$ cat config.mk
export PLATFORM = sky130hd
export DESIGN_NAME = ghost_nav_ctrl
export DESIGN_NICKNAME = d
export VERILOG_FILES = /design/src/rtl/ghost_nav_ctrl.sv
export SDC_FILE = /design/constraint.sdc
export NUM_CORES = 1
export LEC_CHECK = 0
export ABC_AREA = 1
export BUFFER_PORTS_ARGS = -buffer_cell sky130_fd_sc_hd__buf_2
export CORE_AREA = 4 4 313 315
export CTS_CLUSTER_DIAMETER = 120
export DETAILED_ROUTE_END_ITERATION = 10
export DIE_AREA = 0 0 317 319
export PLACE_DENSITY = 0.5
export SKIP_CTS_REPAIR_TIMING = 1
export SYNTH_ARGS = -nofsm -noshare
export SYNTH_HDL_FRONTEND = slang
export SYNTH_SLANG_ARGS = --single-unit
$ cat constraint.sdc
create_clock -name clk -period 17.9 [get_ports clk]
set_input_delay 3.58 -clock clk [delete_from_list [all_inputs] [get_ports clk]]
set_output_delay 3.58 -clock clk [all_outputs]
set_load 0.01 [all_outputs]
$ cat src/rtl/ghost_nav_ctrl.sv
// ghost_nav_ctrl: one ghost's tile-grid navigator.
// Holds the ghost's pixel position and direction. Each accepted step probes
// the four neighbours (one per cycle, order up/left/down/right), scores the
// open ones by squared distance to the mode's target tile, then moves exactly
// one tile and pulses done.
// Optional feature macro: GHOST_FRIGHT_RANDOM_EN. When it is defined, an 8-bit
// LFSR drives a pseudo-random choice in frightened mode. When it is undefined,
// frightened mode steers exactly like scatter.
//
// state    | meaning
// ---------+--------------------------------------------------------------
// IDLE     | waiting for step; outputs hold the current position
// PROBE0   | probe up neighbour
// PROBE1   | probe left neighbour
// PROBE2   | probe down neighbour
// PROBE3   | probe right neighbour
// DECIDE   | resolve best / dead-end / mode-flip reversal / hold
// MOVE     | commit position and direction, pulse done; a step seen here
//          | starts the next decision right away
module ghost_nav_ctrl #(
    parameter int         COLS        = 32,
    parameter int         ROWS        = 24,
    parameter int         TILE        = 20,
    parameter int         START_X     = 600,
    parameter int         START_Y     = 160,
    parameter logic [1:0] START_DIR   = 2'd0,
    parameter int         SCATTER_COL = 31,
    parameter int         SCATTER_ROW = 0
) (
    input  logic                          clk,
    input  logic                          reset,
    input  logic                          step,
    input  logic [1:0]                    mode,
    input  logic [$clog2(COLS)-1:0]       target_col,
    input  logic [$clog2(ROWS)-1:0]       target_row,
    input  logic [ROWS*COLS-1:0]          tilemap_walls,
    output logic [$clog2(COLS*TILE)-1:0]  next_x,
    output logic [$clog2(ROWS*TILE)-1:0]  next_y,
    output logic [1:0]                    ghost_direction,
    output logic                          busy,
    output logic                          done
);

    localparam int COL_W = $clog2(COLS);
    localparam int ROW_W = $clog2(ROWS);
    localparam int X_W   = $clog2(COLS*TILE);
    localparam int Y_W   = $clog2(ROWS*TILE);
    localparam int IDX_W = $clog2(ROWS*COLS);
    localparam int SC_W  = $clog2((COLS-1)*(COLS-1) + (ROWS-1)*(ROWS-1) + 1);

    localparam logic [1:0] DIR_UP    = 2'd0;
    localparam logic [1:0] DIR_DOWN  = 2'd1;
    localparam logic [1:0] DIR_LEFT  = 2'd2;
    localparam logic [1:0] DIR_RIGHT = 2'd3;

    localparam logic [1:0] MODE_CHASE   = 2'd0;
    localparam logic [1:0] MODE_SCATTER = 2'd1;
    localparam logic [1:0] MODE_FRIGHT  = 2'd2;
    localparam logic [1:0] MODE_HOME    = 2'd3;

    typedef enum logic [2:0] {
        S_IDLE,
        S_PROBE0,
        S_PROBE1,
        S_PROBE2,
        S_PROBE3,
        S_DECIDE,
        S_MOVE
    } state_t;

    state_t            state;

    logic [1:0]        mode_lat;
    logic [1:0]        mode_prev;
    logic [COL_W-1:0]  tgt_col;
    logic [ROW_W-1:0]  tgt_row;

    logic              best_valid;
    logic [1:0]        best_dir;
    logic [SC_W-1:0]   best_score;
    logic              rev_open;

    logic [1:0]        dec_dir;
    logic              dec_move;

    logic [COL_W-1:0]  cur_col;
    logic [ROW_W-1:0]  cur_row;
    logic [COL_W-1:0]  eff_col;
    logic [ROW_W-1:0]  eff_row;

    logic [1:0]        rev_dir;
    logic [1:0]        probe_dir;
    logic              in_probe;
    logic              probe_open;
    logic              probe_is_rev;
    logic              probe_take;
    logic [SC_W-1:0]   probe_score;
    logic [IDX_W-1:0]  wall_idx;
    logic              nb_inside;
    int                nb_c;
    int                nb_r;
    int                dc;
    int                dr;

    logic              mode_flip;
    logic [1:0]        dec_dir_c;
    logic              dec_move_c;

`ifdef GHOST_FRIGHT_RANDOM_EN
    logic [7:0]        lfsr;
    logic [3:0]        open_mask;
    logic [1:0]        slot;
    logic [1:0]        rand_dir;
    logic              rand_found;
`endif

    // Tile coordinates of the current position and the reverse heading
    always_comb begin
        cur_col = COL_W'(next_x / TILE);
        cur_row = ROW_W'(next_y / TILE);
        rev_dir = {ghost_direction[1], ~ghost_direction[0]};
    end

    // Target tile implied by the mode presented with step
    always_comb begin
        eff_col = target_col;
        eff_row = target_row;
        case (mode)
            MODE_SCATTER, MODE_FRIGHT: begin
                eff_col = COL_W'(SCATTER_COL);
                eff_row = ROW_W'(SCATTER_ROW);
            end
            MODE_HOME: begin
                eff_col = COL_W'(START_X / TILE);
                eff_row = ROW_W'(START_Y / TILE);
            end
            default: begin
                eff_col = target_col;
                eff_row = target_row;
            end
        endcase
    end

    // Neighbour openness and distance score for the direction probed this cycle
    always_comb begin
        in_probe  = (state == S_PROBE0) || (state == S_PROBE1) ||
                    (state == S_PROBE2) || (state == S_PROBE3);
        case (state)
            S_PROBE1: probe_dir = DIR_LEFT;
            S_PROBE2: probe_dir = DIR_DOWN;
            S_PROBE3: probe_dir = DIR_RIGHT;
            default:  probe_dir = DIR_UP;
        endcase
        nb_c = int'(cur_col);
        nb_r = int'(cur_row);
        case (probe_dir)
            DIR_UP:   nb_r = nb_r - 1;
            DIR_DOWN: nb_r = nb_r + 1;
            DIR_LEFT: nb_c = nb_c - 1;
            default:  nb_c = nb_c + 1;
        endcase
        nb_inside = (nb_c >= 0) && (nb_c < COLS) && (nb_r >= 0) && (nb_r < ROWS);
        wall_idx  = '0;
        if (nb_inside) begin
            wall_idx = IDX_W'(nb_r * COLS + nb_c);
        end
        probe_open   = nb_inside && !tilemap_walls[wall_idx];
        probe_is_rev = (probe_dir == rev_dir);
        dc = nb_c - int'(tgt_col);
        dr = nb_r - int'(tgt_row);
        if (dc < 0) dc = -dc;
        if (dr < 0) dr = -dr;
        // Out-of-map neighbours are never taken, so truncation there is harmless
        probe_score = SC_W'(dc * dc + dr * dr);
        probe_take  = in_probe && !probe_is_rev && probe_open &&
                      (!best_valid || (probe_score < best_score));
    end

`ifdef GHOST_FRIGHT_RANDOM_EN
    // Free-running Fibonacci LFSR, taps 8,6,5,4
    always_ff @(posedge clk) begin
        if (!reset) begin
            lfsr <= 8'hA5;
        end else begin
            lfsr <= {lfsr[6:0], lfsr[7] ^ lfsr[5] ^ lfsr[4] ^ lfsr[3]};
        end
    end

    // First open non-reverse slot at or after LFSR[1:0], wrapping in probe order
    always_comb begin
        rand_found = 1'b0;
        rand_dir   = DIR_UP;
        slot       = '0;
        for (int i = 3; i >= 0; i--) begin
            slot = lfsr[1:0] + 2'(i);
            if (open_mask[slot]) begin
                rand_found = 1'b1;
                rand_dir   = {slot[0], slot[1]};
            end
        end
    end
`endif

    // Final choice: a mode flip reverses first, then best score, then dead-end reverse
    always_comb begin
        mode_flip  = (mode_lat != mode_prev) &&
                     ((mode_lat  == MODE_CHASE) || (mode_lat  == MODE_SCATTER) ||
                      (mode_prev == MODE_CHASE) || (mode_prev == MODE_SCATTER));
        dec_dir_c  = ghost_direction;
        dec_move_c = 1'b0;
        if (mode_flip && rev_open) begin
            dec_dir_c  = rev_dir;
            dec_move_c = 1'b1;
        end
`ifdef GHOST_FRIGHT_RANDOM_EN
        else if ((mode_lat == MODE_FRIGHT) && rand_found) begin
            dec_dir_c  = rand_dir;
            dec_move_c = 1'b1;
        end
`endif
        else if (best_valid) begin
            dec_dir_c  = best_dir;
            dec_move_c = 1'b1;
        end else if (rev_open) begin
            dec_dir_c  = rev_dir;
            dec_move_c = 1'b1;
        end
    end

    // Sequencing FSM with registered position, direction, busy and done
    always_ff @(posedge clk) begin
        if (!reset) begin
            state           <= S_IDLE;
            next_x          <= X_W'(START_X);
            next_y          <= Y_W'(START_Y);
            ghost_direction <= START_DIR;
            busy            <= 1'b0;
            done            <= 1'b0;
            mode_lat        <= mode;
            mode_prev       <= mode;
            tgt_col         <= '0;
            tgt_row         <= '0;
            best_valid      <= 1'b0;
            best_dir        <= DIR_UP;
            best_score      <= '0;
            rev_open        <= 1'b0;
            dec_dir         <= START_DIR;
            dec_move        <= 1'b0;
`ifdef GHOST_FRIGHT_RANDOM_EN
            open_mask       <= '0;
`endif
        end else begin
            done <= 1'b0;

            if (probe_take) begin
                best_valid <= 1'b1;
                best_dir   <= probe_dir;
                best_score <= probe_score;
            end
            if (in_probe && probe_is_rev) begin
                rev_open <= probe_open;
            end
`ifdef GHOST_FRIGHT_RANDOM_EN
            if (in_probe) begin
                open_mask[{probe_dir[0], probe_dir[1]}] <= probe_open && !probe_is_rev;
            end
`endif

            case (state)
                S_IDLE: begin
                    if (step) begin
                        mode_lat   <= mode;
                        tgt_col    <= eff_col;
                        tgt_row    <= eff_row;
                        best_valid <= 1'b0;
                        rev_open   <= 1'b0;
                        busy       <= 1'b1;
                        state      <= S_PROBE0;
                    end
                end
                S_PROBE0: state <= S_PROBE1;
                S_PROBE1: state <= S_PROBE2;
                S_PROBE2: state <= S_PROBE3;
                S_PROBE3: state <= S_DECIDE;
                S_DECIDE: begin
                    dec_dir   <= dec_dir_c;
                    dec_move  <= dec_move_c;
                    mode_prev <= mode_lat;
                    state     <= S_MOVE;
                end
                S_MOVE: begin
                    if (dec_move) begin
                        ghost_direction <= dec_dir;
                        case (dec_dir)
                            DIR_UP:   next_y <= next_y - Y_W'(TILE);
                            DIR_DOWN: next_y <= next_y + Y_W'(TILE);
                            DIR_LEFT: next_x <= next_x - X_W'(TILE);
                            default:  next_x <= next_x + X_W'(TILE);
                        endcase
                    end
                    done  <= 1'b1;
                    busy  <= 1'b0;
                    state <= S_IDLE;
                    // The edge that commits the move is also the earliest
                    // one at which a new step is taken
                    if (step) begin
                        mode_lat   <= mode;
                        tgt_col    <= eff_col;
                        tgt_row    <= eff_row;
                        best_valid <= 1'b0;
                        rev_open   <= 1'b0;
                        busy       <= 1'b1;
                        state      <= S_PROBE0;
                    end
                end
                default: state <= S_IDLE;
            endcase
        end
    end

endmodule

* Yosys cells after proc, flatten, opt, wreduce, memory -nomap -nowiden *
Cells that the tools add are included.

storage, ports and cells
  bits of input ports = 783
  register bits = 58
  output and inout bits = 23

operators by class
  eq/ne operators = 21
  divide/modulo/power cells = 2
  muxes and demuxes = 36
  add/subtract/negate cells = 14
  bitwise gates (word level) = 2
  multiply operators = 2
  order comparisons = 8
  reductions and logical operators = 37

operators with widths
  cell                     number
  $pmux W32 S2             2
  $ge A32 B1 Y1 const B    2
  $lt A32 B1 Y1 const B    2
  $mul A32 B32 Y11         2
  $mux W32                 2
  $neg A32 Y32             2
  $sub A32 B6 Y32          2
  $div A10 B5 Y32 const B  1
  $div A9 B5 Y32 const B   1
  $lt A32 B6 Y1 const B    1
  $lt A32 B7 Y1 const B    1
  $pmux W3 S7              1
  $pmux W10 S2             1
  $pmux W5 S2              2
  $pmux W9 S2              1
  $mux W1                  15
  $mux W2                  7
  $add A5 B1 Y6 const B    2
  $sub A5 B1 Y6 const B    2
  $add A11 B11 Y11         1
  $lt A10 B11 Y1 const B   1
  $lt A11 B11 Y1           1
  $add A10 B10 Y10         1
  $add A10 B5 Y10 const B  1
  other kinds (27)         68

* Depth between registers and ports, before layout *
  word-level depth = 19
  gate-level depth with buffers = 86
  mapped depth without buffers = 84

* Worst setup path before layout *
Ideal clock, no wire load.

  kind = reg2reg
  start point = reg next_x[8]
  end point = reg best_dir[0]
  arrival = 12.250 ns
  stages on the path, launching flop included = 76
  setup slack = 5.538 ns
  library setup time = 0.113 ns
  required time = 17.787 ns
  clock period less this slack = 12.362 ns
  cell sequence = dfxtp_1 -> inv_2 -> nand2_2 -> ha_1 -> o21ai_2 -> nand2_1 -> o21ai_1 -> nand3_1 -> nand2_4 -> nand3_2 -> buf_6 -> nand2_2 -> nand3_2 -> nand2_4 -> nand3_2 -> buf_6 -> nand3_1 -> nand3_2 -> (+40 left out) -> inv_1 -> a21oi_1 -> nor2_1 -> o21ai_1 -> nand2_1 -> nand2_1 -> nand2_1 -> xnor2_1 -> ha_1 -> nand4_1 -> inv_1 -> nand2_1 -> o211ai_1 -> o21ai_0 -> nand4_4 -> buf_2 -> nor2_1 -> nor2_1

RTL lines
  item                                            RTL line  RTL
  start: declaration                              37        output logic [$clog2(COLS*TILE)-1:0] next_x,
  start signal: assignment                        234       next_x <= X_W'(START_X);
  start signal: assignment                        297       DIR_LEFT: next_x <= next_x - X_W'(TILE);
  start signal: assignment                        298       default: next_x <= next_x + X_W'(TILE);
  $div A10 B5 Y32 (*)                             119       cur_col = COL_W'(next_x / TILE);
  $add A5 B1 Y6 or $sub A5 B1 Y6 (tied branches)  160, 159
  $pmux W32 S2 (*)                                156       case (probe_dir)
  $sub A32 B6 Y32 (*)                             169       dc = nb_c - int'(tgt_col);
  $neg A32 Y32 or $lt A32 B1 Y1 (tied branches)   171       if (dc < 0) dc = -dc;
  $mux W32 (*)                                    171
  $mul A32 B32 Y11 (*)                            174       probe_score = SC_W'(dc * dc + dr * dr);
  $add A11 B11 Y11 (*)                            174
  named net probe_score[10]                       97        logic [SC_W-1:0] probe_score;
  $lt A11 B11 Y1 (*)                              176       (!best_valid || (probe_score < best_score));
  $logic_or A1 B1 Y1 (*)                          176
  $logic_and A1 B1 Y1 (*)                         175       probe_take = in_probe && !probe_is_rev && probe_open &&
  end signal: assignment                          257       best_dir <= probe_dir;
  end: declaration                                79        logic [1:0] best_dir;

Mark *: on every way through the listed nets, which the timed path passes. The rest lies on a longest branch. The select of a mux whose other input is x is not followed.
A chain may end at the register's enable or synchronous reset.

* Worst setup path after layout *
  start point = reg next_x[7]
  end point = reg best_score[3]

RTL lines
  item                                            RTL line  RTL
  $div A10 B5 Y32 (*)                             119
  $add A5 B1 Y6 or $sub A5 B1 Y6 (tied branches)  160, 159
  $pmux W32 S2 (*)                                156
  $sub A32 B6 Y32 (*)                             169
  $neg A32 Y32 or $lt A32 B1 Y1 (tied branches)   171
  $mux W32 (*)                                    171
  $mul A32 B32 Y11 (*)                            174
  $add A11 B11 Y11 (*)                            174
  named net probe_score[10]                       97
  $lt A11 B11 Y1 (*)                              176
  $logic_or A1 B1 Y1 (*)                          176
  $logic_and A1 B1 Y1 (*)                         175
  end signal: assignment                          258       best_score <= probe_score;
  end: declaration                                80        logic [SC_W-1:0] best_score;

Marks and branches as above.

==> qor.yml <==
synth_common_cells: "nand2_1, nand3_1, inv_1"
critPathMaxFanout: 26
synthArstFlopShare_pct: 0
ys_types: 53
syn2layout_area_growth_pct: 29.5
ant_nets: 0
whs_path_depth: 2
cp.required_ns: 18.14
grt_max_degree: 186
routabilityCongestion: 0.898
synth-compound-area-share_pct: 11.6
slew_headroom_pct: 33.5
max_stage_delay_ns: 0.54
drt-total-wl_mm: 97.7
die_w_um: 317
cts_buffer_depth: 2
cts.reportedPaths.clkPinSlew_ns: 0.07
num_vias: 22639
finalCriticalPeriod_ns: 14.15
hold_viol_final: 0
r2r_slack_ns: 3.75
synth_adder_area_share_pct: 14.9
fin_tns_setup_ns: 0
synth_flop_cell: "dfxtp_1"
cts_tree: "built"
die_area_um2: 101000
synth-edff-count: 4
slowest_stage: "fa_1"
firstDrtPassIters: 6
synthMuxAreaShare_pct: 0
cts.sinks: 54
placementRows: 113
critPathKind: "flip-flop to flip-flop"
r2r_cells: 75
synth_seq_cells: 54
fin_skew_ns: 0.00617
drive_above_1_share_pct: 24.5
synth_area_per_cell_um2: 5.50
first_global_vias: 21598
nets: 4730
status: "complete, no violations"
cts_root_buf: "clkbuf_16"
crit_end: "best_score[3]$_SDFFE_PN0P_"
htreeDepth: 2
rsz0062_at_grt: "false"
drv_cap: 0
synth_top_area_share_pct: 19.6
synth_most_common_cell: "nand2_1"
first_iter_violations: 1820
synth_xor_area_share_pct: 2.90
worst_skew_pair.late_latency_ns: 0.30
routed_via_density: 4.47
grt_use_total_pct: 18.1
grt_overflow: 0
boundaryPins: 806
cts_buffers: 5
tightest_slew_ns: 0.995
synth_area_leaders: "nand2_1, nand3_1, inv_1"
period_share_pct: 79.0
yosysWarnings: 0
synth-simple-area-share_pct: 46.3
antenna_found_initial: 23
core_area_um2: 94900
critPathLaunchType: "flip-flop"
fmax_ghz: 0.0707
place_hpwl_mm: 79.2
synth_area_um2: 17200
start_util_pct: 18.2
arrival_ns: 14.39
reg2reg_to: "best_score[3]$_SDFFE_PN0P_"
finalSetupViolCount: 0
hp-class: "flip-flop to flip-flop"
worst_r2r_startpoint: "next_x[7]$_SDFFE_PN0P_"
drc: 0
die_y_um: 319
ys_seq_area_share_pct: 6.50
endpoint_kind: "flip-flop"
final_max_slew_viol_count: 0
yosysTopAreaCell: "nand2_1"
port_buffers: 801
wl_per_cell_um: 19.3
synth_top_family_by_area: "simple AND/OR/NAND/NOR gates"
startpoint: "next_x[7]$_SDFFE_PN0P_"
syn-instance-count: 3134
grt_pass1_wl_mm: 138
-- sequential cells by signal, summed over array words and instances, names as in the netlist, 2 cells and up --
register	flops
tgt_col	5
next_x	8
next_y	7
mode_prev	2
dec_dir	2
best_score	11
mode_lat	2
tgt_row	5
best_dir	2
ghost_direction	2
state	3
-- final cells by class --
type / instances / area (µm²)
Clock buffer: 7 / 143
Antenna cell: 17 / 42.5
Fill cell: 11201 / 72600
Multi-Input combinational cell: 2331 / 13100
Clock inverter: 1 / 5.00
Timing Repair Buffer: 818 / 4190
Inverter: 571 / 2150
Tap cell: 1265 / 1580
Sequential cell: 54 / 1120
-- routing by layer --
metal  up-vias  track usage, %  wire length [µm]
li1      11297               -                 -
met1     10430            23.8             42200
met2       821            30.1             44900
met3        87            3.68              8050
met4         4            4.72              2600
met5         -               0                27
-- worst min-delay path by stage --
stage | slack (ns) | end | startpoint
after floorplan | 0.45 | tgt_row[0]$_SDFFE_PN0P_ | tgt_row[0]$_SDFFE_PN0P_
after global placement | 0.47 | dec_move$_SDFFE_PN0P_ | dec_move$_SDFFE_PN0P_
after detailed placement | 0.47 | dec_move$_SDFFE_PN0P_ | dec_move$_SDFFE_PN0P_
after CTS | 0.48 | dec_move$_SDFFE_PN0P_ | dec_move$_SDFFE_PN0P_
after global routing | 0.53 | busy$_SDFFE_PN0P_ | busy$_SDFFE_PN0P_
final | 0.48 | dec_move$_SDFFE_PN0P_ | dec_move$_SDFFE_PN0P_
-- critical path, delay by kind of cell (launching register included) --
family,cells,cell delay (ns)
XOR/XNOR,1,0.25
AO/OA/AOI/OAI,12,2.20
flip-flops,1,0.36
adder cells (fa/ha/maj),13,5.01
buffers and inverters,16,1.48
AND/OR/NAND/NOR,33,4.79
-- kinds of logic (layout without fill, tap and decap cells) --
logic type                 Yosys count  in the layout
buffers and inverters              752           1397
adders and majority gates          166            166
xor gates and xnor gates            57             57
AOI/OAI and AO/OA                  310            310
other                                1             21
and+or+nand+nor                   1794           1794
DFF                                 54             54
-- placed cells by master, fill, tap and decap left out, drive strengths merged --
cell type / count
o21bai: 3
edfxtp: 4
and2: 4
a22oi: 1
nand3: 655
nand4: 22
fa: 66
a32o: 1
o221ai: 2
inv: 569
a21o: 1
a2111oi: 1
o22ai: 3
a21oi: 63
conb: 4
a31oi: 5
ha: 100
clkinv: 3
buf: 818
nor2: 144
nor3: 13
clkbuf: 7
o21a: 1
a21boi: 1
nand2: 923
nand3b: 3
o41ai: 1
a211oi: 8
o311ai: 1
o211ai: 143
o31ai: 3
diode: 17
xnor2: 25
xor2: 32
or2: 30
o21ai: 72
dfxtp: 50
-- per-stage QoR --
stage	util [%]	cells	hold WS (ns)	cell area [µm²]	setup WS, ns
2_1_floorplan	-	3137	0.446	17200	5.54
3_3_place_gp	23.3	5039	0.470	22100	4.13
3_5_place_dp	23.3	5039	0.469	22100	3.89
4_1_cts	23.5	5047	0.479	22300	3.83
5_1_grt	23.5	5057	0.525	22300	2.38
6_report	23.5	5064	0.478	22300	3.75
Power is left out: the tool's default activity adds up to more than one toggle a clock period on the data nets, which glitch-free logic cannot reach.
